[src/rtl/regfile_write_arbiter.sv]
`default_nettype none
// ============================================================================
//  Module      : regfile_write_arbiter
//  Description : Shares the register file's single write port between the
//                writeback stage (Req0) and a multi-cycle unit (Req1).
//                Tracks pending Req1 destinations and stalls decode when a
//                source register still awaits its write.
//  Revision    : 1.0 - initial release
// ============================================================================
module regfile_write_arbiter #(
    parameter int DATA_W         = 32,
    parameter int ADDR_W         = 5,
    parameter int FIXED_PRIORITY = 0
) (
    input  logic                     Clk,
    input  logic                     Reset,
    input  logic                     Req0Valid,
    input  logic [ADDR_W-1:0]        Req0Reg,
    input  logic [DATA_W-1:0]        Req0Data,
    output logic                     Req0Ready,
    input  logic                     Req1Valid,
    input  logic [ADDR_W-1:0]        Req1Reg,
    input  logic [DATA_W-1:0]        Req1Data,
    output logic                     Req1Ready,
    input  logic                     Reserve,
    input  logic [ADDR_W-1:0]        ReserveReg,
    input  logic [ADDR_W-1:0]        ReadRegister1,
    input  logic [ADDR_W-1:0]        ReadRegister2,
    output logic                     Stall,
    output logic [ADDR_W-1:0]        WriteRegister,
    output logic [DATA_W-1:0]        WriteData,
    output logic                     RegWrite,
    output logic [(1<<ADDR_W)-1:0]   Pending
);

    localparam int c_NREG = 1 << ADDR_W;

    // r_last_grant = 1 means Req1 won the most recent conflict, so Req0 wins next
    logic                 r_last_grant;
    logic [ADDR_W-1:0]    r_wreg;
    logic [DATA_W-1:0]    r_wdata;
    logic                 r_wen;
    logic [c_NREG-1:0]    r_pending;

    logic                 w_conflict;
    logic                 w_pick0;
    logic                 w_grant0;
    logic                 w_grant1;
    logic [c_NREG-1:0]    w_pending_nxt;

    assign w_conflict = Req0Valid && Req1Valid;
    assign w_pick0    = (FIXED_PRIORITY != 0) || r_last_grant;
    // Grants depend only on the valids, the conflict history and reset
    assign w_grant0   = Reset && Req0Valid && (!Req1Valid || w_pick0);
    assign w_grant1   = Reset && Req1Valid && !(Req0Valid && w_pick0);

    assign Req0Ready     = w_grant0;
    assign Req1Ready     = w_grant1;
    assign WriteRegister = r_wreg;
    assign WriteData     = r_wdata;
    assign RegWrite      = r_wen;
    assign Pending       = r_pending;

    // Index 0 is never reported as a hazard
    assign Stall = ((ReadRegister1 != '0) && r_pending[ReadRegister1]) ||
                   ((ReadRegister2 != '0) && r_pending[ReadRegister2]);

    // Next scoreboard: a new reservation beats a same-edge clear; bit 0 stays 0
    always_comb begin
        w_pending_nxt = '0;
        for (int i = 1; i < c_NREG; i++) begin
            w_pending_nxt[i] = (Reserve && (ReserveReg == ADDR_W'(i))) ||
                               (r_pending[i] && !(w_grant1 && (Req1Reg == ADDR_W'(i))));
        end
    end

    // Register the granted write, conflict history and scoreboard
    always_ff @(posedge Clk) begin
        if (!Reset) begin
            r_wreg       <= '0;
            r_wdata      <= '0;
            r_wen        <= 1'b0;
            r_pending    <= '0;
            r_last_grant <= 1'b1;
        end else begin
            r_pending <= w_pending_nxt;
            if (w_conflict) begin
                r_last_grant <= w_grant1;
            end
            if (w_grant0) begin
                r_wen <= (Req0Reg != '0);
                if (Req0Reg != '0) begin
                    r_wreg  <= Req0Reg;
                    r_wdata <= Req0Data;
                end
            end else if (w_grant1) begin
                r_wen <= (Req1Reg != '0);
                if (Req1Reg != '0) begin
                    r_wreg  <= Req1Reg;
                    r_wdata <= Req1Data;
                end
            end else begin
                r_wen <= 1'b0;
            end
        end
    end

endmodule
`default_nettype wire

[config.mk]
export PLATFORM = sky130hd
export DESIGN_NAME = regfile_write_arbiter
export DESIGN_NICKNAME = d
export VERILOG_FILES = /design/src/rtl/regfile_write_arbiter.sv
export SDC_FILE = /design/constraint.sdc
export NUM_CORES = 1
export LEC_CHECK = 0
export ABC_AREA = 1
export BUFFER_PORTS_ARGS = -buffer_cell sky130_fd_sc_hd__buf_2
export CORE_MARGIN = 2
export CORE_UTILIZATION = 51
export DETAILED_ROUTE_END_ITERATION = 6
export PLACE_DENSITY = 0.85
export SLEW_MARGIN = 20
export SYNTH_ARGS = -nofsm -noshare
export SYNTH_HDL_FRONTEND = slang
export SYNTH_SLANG_ARGS = --single-unit
[constraint.sdc]
create_clock -name Clk -period 2.7 [get_ports Clk]
set_input_delay 0.135 -clock Clk [delete_from_list [all_inputs] [get_ports Clk]]
set_output_delay 0.135 -clock Clk [all_outputs]
set_load 0.01 [all_outputs]
### Word-level counts from Yosys, hierarchy flattened

Index checks and enable logic that the tools add are counted.

* register bits: 71
* bits of input ports: 94
* output and inout bits: 73
* word-level logic and storage cells: 259

* $lt $le $gt $ge: 2
* equality and inequality tests: 63
* mux-type cells: 14
* reduce and logical (&&, ||, !) cells: 174

Operators with widths (count)
* $eq A5 B5 Y1 const B: 32
* $mux W32: 4
* $logic_and A1 B1 Y1: 101
* $eq A5 B4 Y1 const B: 16
* $eq A5 B3 Y1 const B: 8
* $logic_not A1 Y1: 33
* $logic_or A1 B1 Y1: 33
* $eq A5 B2 Y1 const B: 4
* $mux W5: 4
* $reduce_bool A5 Y1: 4
* $lt A5 B6 Y1 const B: 2
* $bmux W1 S5: 2
* $eq A5 B1 Y1 const B: 2
* $mux W1: 4
* $reduce_bool A2 Y1: 2
* $reduce_and A3 Y1: 1
* $ne A2 B1 Y1 const B: 1

### Depth between registers and ports, before layout

Gate-level depths: netlist (run 1).

* word-level depth: 7
* mapped depth: 14
* gate-level depth less buffers: 13

### Least setup slack after synthesis (run 1)

OpenSTA, ideal clock, no wires.

* path kind: register to register
* start point: reg r_last_grant
* end point: reg r_pending[10], in the netlist Pending[10]
* setup time: 0.132 ns
* arrival: 1.183 ns
* data required time: 2.568 ns
* slack: 1.385 ns
* stages on the path, launching flop included: 8
* path buffers: 1
* period minus slack after synthesis: 1.315 ns
* path through: dfxtp_1 > nand2_1 > and3_2 > inv_2 > or2_1 > buf_2 > o21ai_1 > a21oi_1

* longest elaborated chain between the ends: 7

RTL lines
* from (decl): RTL line 39 `logic r_last_grant;`
* from (signal assigned): RTL line 88 `r_last_grant <= w_grant1;`
* $logic_and A1 B1 Y1: RTL line 55 `assign w_grant1 = Reset && Req1Valid && !(Req0Valid && w_pick0);`
* $logic_not A1 Y1: RTL line 55
* $logic_and A1 B1 Y1: RTL line 55
* via Req1Ready: RTL line 24 `output logic Req1Ready,`
* $logic_and A1 B1 Y1: RTL line 73 `(r_pending[i] && !(w_grant1 && (Req1Reg == ADDR_W'(i))));`
* $logic_not A1 Y1: RTL line 73
* $logic_and A1 B1 Y1: RTL line 73
* $logic_or A1 B1 Y1: RTL line 72 `w_pending_nxt[i] = (Reserve && (ReserveReg == ADDR_W'(i))) ||`
* to (signal assigned): RTL line 86 `r_pending <= w_pending_nxt;`
* to (decl): RTL line 43 `logic [c_NREG-1:0] r_pending;`

The timed path passes the listed nets, and every way through them passes these cells.
A chain may end at the register's enable or synchronous reset.

### Final worst setup path (run 1)

* start point: reg r_pending[12], in the netlist Pending[12]
* end point: out Stall

* longest elaborated chain between the ends: 4
* elaborated cells on any way between the ends: 7
* those cells by class: 4 x mux; 3 x reduce/logical

RTL lines
* $bmux W1 S5, on equally long branches: RTL line 65, 66
* $mux W1, on equally long branches: RTL line 65, 66
* $logic_and A1 B1 Y1, on equally long branches: RTL line 65, 66
* $logic_or A1 B1 Y1 *: RTL line 65 `assign Stall = ((ReadRegister1 != '0) && r_pending[ReadRegister1]) ||`
* to (decl): RTL line 29 `output logic Stall,`

Every way passes the cells marked *; elsewhere a longest branch is shown, timed or not. The select of a mux whose other input is x is not followed.

==> results of run 1 <==
power breakdown:
| part | internal, mW | total [mW] | switching, mW |
|---|---|---|---|
| logic | 0.181 | 0.468 | 0.287 |
| registers | 1.09 | 1.13 | 0.0347 |
| clock network | 0.664 | 1.09 | 0.425 |
| total | 1.94 | 2.68 | 0.747 |
cell usage in the layout, fill, tap and decap left out:
cell        instances
a21oi_1            32
a21oi_2             1
a31oi_1            38
and3_2              1
buf_12              1
buf_2             165
buf_4               4
bufinv_16           3
clkbuf_8           11
clkinv_1            1
clkinvlp_4          2
conb_1              1
dfxtp_1            70
inv_1              53
inv_2               1
nand2_1           231
nand2_2             1
nand3_1            33
nor2_1             32
nor2_2              2
o211ai_1            2
o21ai_0            37
o21ai_1            35
or2_1               1
or2_2               3
per-stage QoR:
| step | total power [mW] | setup WS [ns] |
|---|---|---|
| 6_report | 2.68 | 0.919 |
| 5_1_grt | 2.80 | 0.762 |
| 4_1_cts | 2.67 | 0.915 |
| 3_5_place_dp | 1.61 | 0.969 |
| 3_3_place_gp | 1.60 | 1.01 |
| 2_1_floorplan | 1.42 | 1.38 |
sequential cells by signal (all words and copies together), names as in the netlist:
name	flops
RegWrite	1
WriteRegister	5
Pending	31
WriteData	32
r_last_grant	1
area by class of cell:
class	count	share of cell area
clock inverters	5	0.0217
multi-input cells	450	0.410
flip-flops and latches	70	0.289
clock buffers	11	0.0312
inverters	55	0.0425
well taps	99	0.0255
repair buffers	170	0.180
metal layers:
metal / wire length, um / vias up / part of all wire
met1: 4890 / 2010 / 0.40
li1: - / 2265 / -
met2: 6020 / 252 / 0.49
met5: 0 / - / 0
met4: 272 / 0 / 0.022
met3: 1020 / 28 / 0.083
worst max-delay path by stage:
stage / slack (ns) / cells after the start / to / from
finish: 0.92 / 11 / Stall / Pending[12]
global route: 0.76 / 11 / Stall / Pending[12]
CTS: 0.92 / 11 / Stall / Pending[12]
detailed placement: 0.97 / 12 / Stall / ReadRegister2[0]
global placement: 1.01 / 12 / Stall / ReadRegister2[0]
floorplan: 1.38 / 7 / Pending[10] / r_last_grant
worst max-delay path, stage by stage (launching register included):
cell and delay, ns:
dfxtp_1 0.41, inv_1 0.09, o21ai_0 0.17, nand2_1 0.08, nand3_1 0.08, nand3_1 0.08
nand2_1 0.07, nand2_1 0.05, nand2_1 0.06, inv_1 0.03, nand2_1 0.05, buf_2 0.12
cells in the mapped netlist:
cell type | instances | area [um2]
nand2_1 | 232 | 871
dfxtp_1 | 70 | 1400
inv_1 | 53 | 199
a31oi_1 | 38 | 238
o21ai_0 | 37 | 185
o21ai_1 | 35 | 175
nand3_1 | 33 | 165
a21oi_1 | 32 | 160
nor2_1 | 32 | 120
clkbuf_1 | 15 | 56.3
buf_2 | 11 | 55.1
buf_4 | 4 | 30.0
buf_6 | 3 | 33.8
or2_2 | 3 | 18.8
nor2_2 | 2 | 12.5
o211ai_1 | 2 | 15.0
a21oi_2 | 1 | 8.76
and3_2 | 1 | 7.51
clkbuf_2 | 1 | 5.00
clkinv_1 | 1 | 3.75
conb_1 | 1 | 3.75
inv_2 | 1 | 3.75
or2_1 | 1 | 6.26
kinds of logic (layout without fill, tap and decap cells):
logic type	after synthesis	after routing	synth area share
AND/OR/NAND/NOR	304	304	0.318
AO/OA/AOI/OAI	145	145	0.207
buffers and inverters	89	241	0.102
flip-flops	70	70	0.371
other	1	1	0.000993
==> summary.md, run 1 <==
| Metric | Value |
|---|---|
| Io pins | `167` |
| Maximum number of pins on one net before global-route repair | `57` |
| DR DRC count | `0` |
| Seq/Total Area, Yosys | `0.371` |
| First-pass GRT wire length | `20300 um` |
| Clock buffer depth | `2` |
| Antenna diodes | `0` |
| Register-to-register setup slack | `~1.1 ns` |
| Met2 usage | `0.538` |
| Hold buffers post-CTS | `0` |
| Crit path time final | `1.78 ns` |
| Via/cell ratio | `between 5 and 6` |
| Overall die height | `90.0 um` |
| Max-cap violations | `0` |
| Starting Density | `0.523` |
| Register area | `1400 um2` |
| Fin cells | `860` |
| FP Rows | `31` |
| Worst Path Required | `2.57 ns` |
| CTS tree | `yes` |
| Via count | `4555` |
| Clock transition at path regs | `roughly 0.080 ns` |
| Synth cell types | `23` |
| Fmax achieved | `562 MHz` |
| PostCTS Resize Cnt | `0` |
| Met1 Resource Use GR | `0.364` |
| Hpwl dp | `slightly above 9000 um` |
| Drt pass-1 iters | `6` |
| Final Hold Fails | `0` |
| WHS | `between 0.03 and 0.04 ns` |
| Total negative slack | `0 ns` |
| Highest ir drop seen on vdd | `0.480 mV` |
| CP max FO | `3` |
| Relative slew slack | `0.340` |
| Post-route ant nets | `0` |
| Area of the multi-input gates | `1990 um2` |
| GRT Max-Usage Layer | `met2` |
| DRT Wirelength | `about 12000 um` |
| Final Skew | `0.00512 ns` |
| Share of cells above drive strength 1 | `0.256` |
| GRT Resource Usage Total | `0.305` |
| DIE WIDTH | `90.0 um` |
| Hold path cells | `3` |
| Util after Layout | `0.673` |
| DRT iter0 DRCs | `494` |
| Wire per inst | `between 10 and 15 um` |
| Slew Limit Fails | `0` |
| DIE AREA | `8110 um2` |
| Total grt overflow | `0` |
| R2R depth | `7` |
| Met3 Use GR | `0.0595` |
| Critical Path Sink Type | `output pin` |
| Worst hold start | `Req1Data[21]` |
| Worst Setup Path Type | `reg2out` |
| Static leakage | `2.44 nW` |
| FILL cells | `677` |
| H-tree depth | `3` |
| Mapped Area | `3770 um2` |
| Routability congestion estimate | `0.938` |
| Reg2reg start | `r_last_grant` |
| Root buffer cell | `clkbuf_8` |
| Worst Path Arrival | `1.65 ns` |
| RSZ-0062 raised after global routing | `false` |
| Clk_lat worst skew | `0.36 ns` |
| TritonCTS buffer count | `9` |
| Hold Path End | `WriteData[21]` |
| Pwr/cell area | `553 nW/um2` |
| Synth Warn # | `0` |
| Synth Register Bits | `70` |
| Crit share post-route | `0.659` |
| Antenna violations before repair | `0` |
| Sink Count | `70` |
| Nets | `850` |
| Placed Area | `4590 um2` |
| Syn Nets | `703` |
| Vias in the first global route | `4328` |
| Core area | `7210 um2` |
| Buffers on Ports | `~170` |
| Worst setup SP type | `flop` |
| Area grow syn2layout | `28.6%` |
| Cells after Synth | `609` |
| Reg-to-reg endpoint | `WriteData[9]` |
| Tightest Hold Check Type | `in2reg` |
| Actual slew at the worst max-slew pin | `0.990 ns` |
| Syn avg cell area | `6.20 um2` |
| Final setup vio count | `0` |
| Postcts setup bufs | `0` |
| Placed Cells | `843` |
| Final Cell Area | `4850 um2` |
| Status | `completed` |
Note: power is estimated with default switching activity, not from simulation.
==> inputs of run 2 (changes only) <==
- CORE_UTILIZATION: 51 -> 48
- PLACE_DENSITY: 0.85 -> 0.81
- clock period: 2.7 -> 1.8 ns (I/O delays scaled with it)
==> summary.md, run 2 (synthesis results as in run 1) <==
| Metric | Value |
|---|---|
| Crit path max-delay family | `simple AND/OR/NAND/NOR gates` |
| Placed Area | `4640 um2 (+1.1%)` |
| Via/cell ratio | `5.37 (+1.4%)` |
| Clk_lat worst skew | `0.35 ns (about the same)` |
| Status | `completed` |
| DRT iter0 DRCs | `412 (-17%)` |
| Worst slack, placed | `0.349 ns (-0.620 ns)` |
| Share of cells above drive strength 1 | `0.255 (-0.00156)` |
| Clock transition at path regs | `0.08 ns (about the same)` |
| Buf/Inv on CP | `2 (-1)` |
| Postcts setup bufs | `0 (unchanged)` |
| CP max FO | `4 (+1)` |
| WHS | `0.0126 ns (-0.0235 ns)` |
| Root buffer cell | `clkbuf_8` |
| DR DRC count | `0 (unchanged)` |
| Worst hold start | `Req1Data[8]` |
| CTS tree | `yes` |
| Net Sw Power | `1.14 mW (+53%)` |
| Worst path slowest cell | `dfxtp_1` |
| Highest ir drop seen on vdd | `0.507 mV (+5.5%)` |
| Hold path cells | `3 (unchanged)` |
| RSZ-0062 raised after global routing | `false` |
| Util after Layout | `0.674 (+0.000766)` |
| Actual slew at the worst max-slew pin | `0.538 ns (-0.452 ns)` |
| Switching share of power | `0.313 (+0.0344)` |
| Worst setup SP type | `flop` |
| Slowest stage delay, CP | `0.35 ns (-0.06 ns)` |
| DIE WIDTH | `92.7 um (+2.9%)` |
| Cell-internal power | `2.51 mW (+30%)` |
| Critical Path Sink Type | `output pin` |
| Hold Path End | `WriteData[8]` |
| Hpwl dp | `8870 um (-3.0%)` |
| Fin cells | `903 (+5.0%)` |
| FP Rows | `32 (+3.2%)` |
| Commonest non-fill, non-tap cell in the layout | `nand2_1` |
| Starting Density | `0.491 (-0.0322)` |
| Final Hold Fails | `0 (unchanged)` |
| Crit share post-route | `0.918` |
| First-pass GRT wire length | `21700 um (+7.1%)` |
| Reg-to-reg endpoint | `WriteData[4]` |
| Overall die height | `92.7 um (+2.9%)` |
| Slew Limit Fails | `0 (unchanged)` |
| Io pins | `167 (unchanged)` |
| Pwr/cell area | `706 nW/um2 (+28%)` |
| Relative slew slack | `0.641 (+0.301)` |
| Placed Cells | `852 (+1.1%)` |
| Clock power frac | `0.322 (-0.084)` |
| R2R depth | `7 (unchanged)` |
| Crit-path cells | `or2_2 -> nand2_1 -> nand2_1 -> nand2_1 -> nand3_1 -> nand3_1 -> nand2_1 -> inv_1 -> nand2_1 -> buf_2` |
| Static leakage | `2.58 nW (+5.7%)` |
| Max-cap violations | `0 (unchanged)` |
| Vias in the first global route | `4775 (+10%)` |
| Most used cell, CP | `nand2_1` |
| Final setup vio count | `0 (unchanged)` |
| Post-route ant nets | `0 (unchanged)` |
| TritonCTS buffer count | `9 (unchanged)` |
| Total grt overflow | `0 (unchanged)` |
| Maximum number of pins on one net before global-route repair | `75 (+32%)` |
| Final Skew | `0.00698 ns (+0.00186 ns)` |
| Sequential power share | `0.463 (+0.043)` |
| Tightest Hold Check Type | `in2reg` |
| Antenna diodes | `0 (unchanged)` |
| DIE AREA | `8590 um2 (+6.0%)` |
| Reg2reg start | `r_last_grant` |
| Worst Path Required | `1.71 ns (-0.86 ns)` |
| Crit path time final | `1.65 ns` |
| Most frequent cells in the layout | `nand2_1, buf_2, dfxtp_1` |
| Worst Setup Path Type | `reg2out` |
| H-tree depth | `3 (unchanged)` |
| Worst Path Arrival | `1.56 ns (-0.09 ns)` |
| Fmax achieved | `~600 MHz` |
| GRT Resource Usage Total | `0.310 (+0.00575)` |
| Final Total Pwr | `3.66 mW (+36%)` |
| Area grow syn2layout | `37.2%` |
| DRT Wirelength | `13000 um (+6.6%)` |
| Wire per inst | `14.4 um (+1.5%)` |
| Core area | `7690 um2 (+6.6%)` |
| Clock buffer depth | `2 (unchanged)` |
| Drt pass-1 iters | `6 (unchanged)` |
| Register-to-register setup slack | `0.27 ns (-0.82 ns)` |
| Antenna violations before repair | `0 (unchanged)` |
| Combinational power share | `0.215 (+0.041)` |
| Buffers on Ports | `165 (unchanged)` |
| Sink Count | `70 (unchanged)` |
| PnR worst setup slack | `0.148 ns (-0.772 ns)` |
| Final Cell Area | `5180 um2 (+6.7%)` |
| Via count | `4851 (+6.5%)` |
| Total negative slack | `0 ns (unchanged)` |
| Number of flip-flops in the largest register | `32 (unchanged)` |
| Nets | `890 (+4.7%)` |
| Routability congestion estimate | `0.929 (-1.0%)` |
run 2: what timing repair did:
item | in CTS | in global routing
hold buffers | 35 | 0
gates resized for setup | 0 | 4
hold endpoints to repair | 22 | 0
endpoints found under the setup margin | 0 | 1
run 2: layer usage:
metal / GRT usage / part of all wire
met1: 0.346 / 0.38
met3: 0.0594 / 0.087
met4: 0.152 / 0.030
met2: 0.564 / 0.50
met5: 0 / 0
run 2: tightest hold or removal path, stage by stage:
cell and delay, ns:
buf_2 0.09, nand2_1 0.06, a31oi_1 0.07
run 2: final cells by class:
type	instances	area, um2
fillers	659	2510
clock inverters	6	46.3
clock buffers	10	138
inverters	55	206
multi-input cells	450	1990
repair buffers	210	1260
flip-flops and latches	70	1410
well taps	102	128
run 2: worst max path at each step:
stage               cells past startpoint  slack [ns]      endpoint         start
finish                                 10        0.15         Stall    Pending[9]
global placement                        7        0.41  WriteData[3]  r_last_grant
global route                           13       0.002         Stall   Pending[22]
floorplan                               7        0.48   Pending[10]  r_last_grant
detailed placement                      6        0.35    Pending[1]  r_last_grant
CTS                                    11        0.15         Stall   Pending[12]
run 2: power by group through the flow:
stage | clock network [mW] | registers, mW | logic (mW)
6_report | 1.18 | 1.69 | 0.784
5_1_grt | 1.25 | 1.70 | 0.865
4_1_cts | 1.18 | 1.69 | 0.760
3_5_place_dp | 0 | 1.72 | 0.702
3_3_place_gp | 0 | 1.72 | 0.683
2_1_floorplan | 0 | 1.76 | 0.373
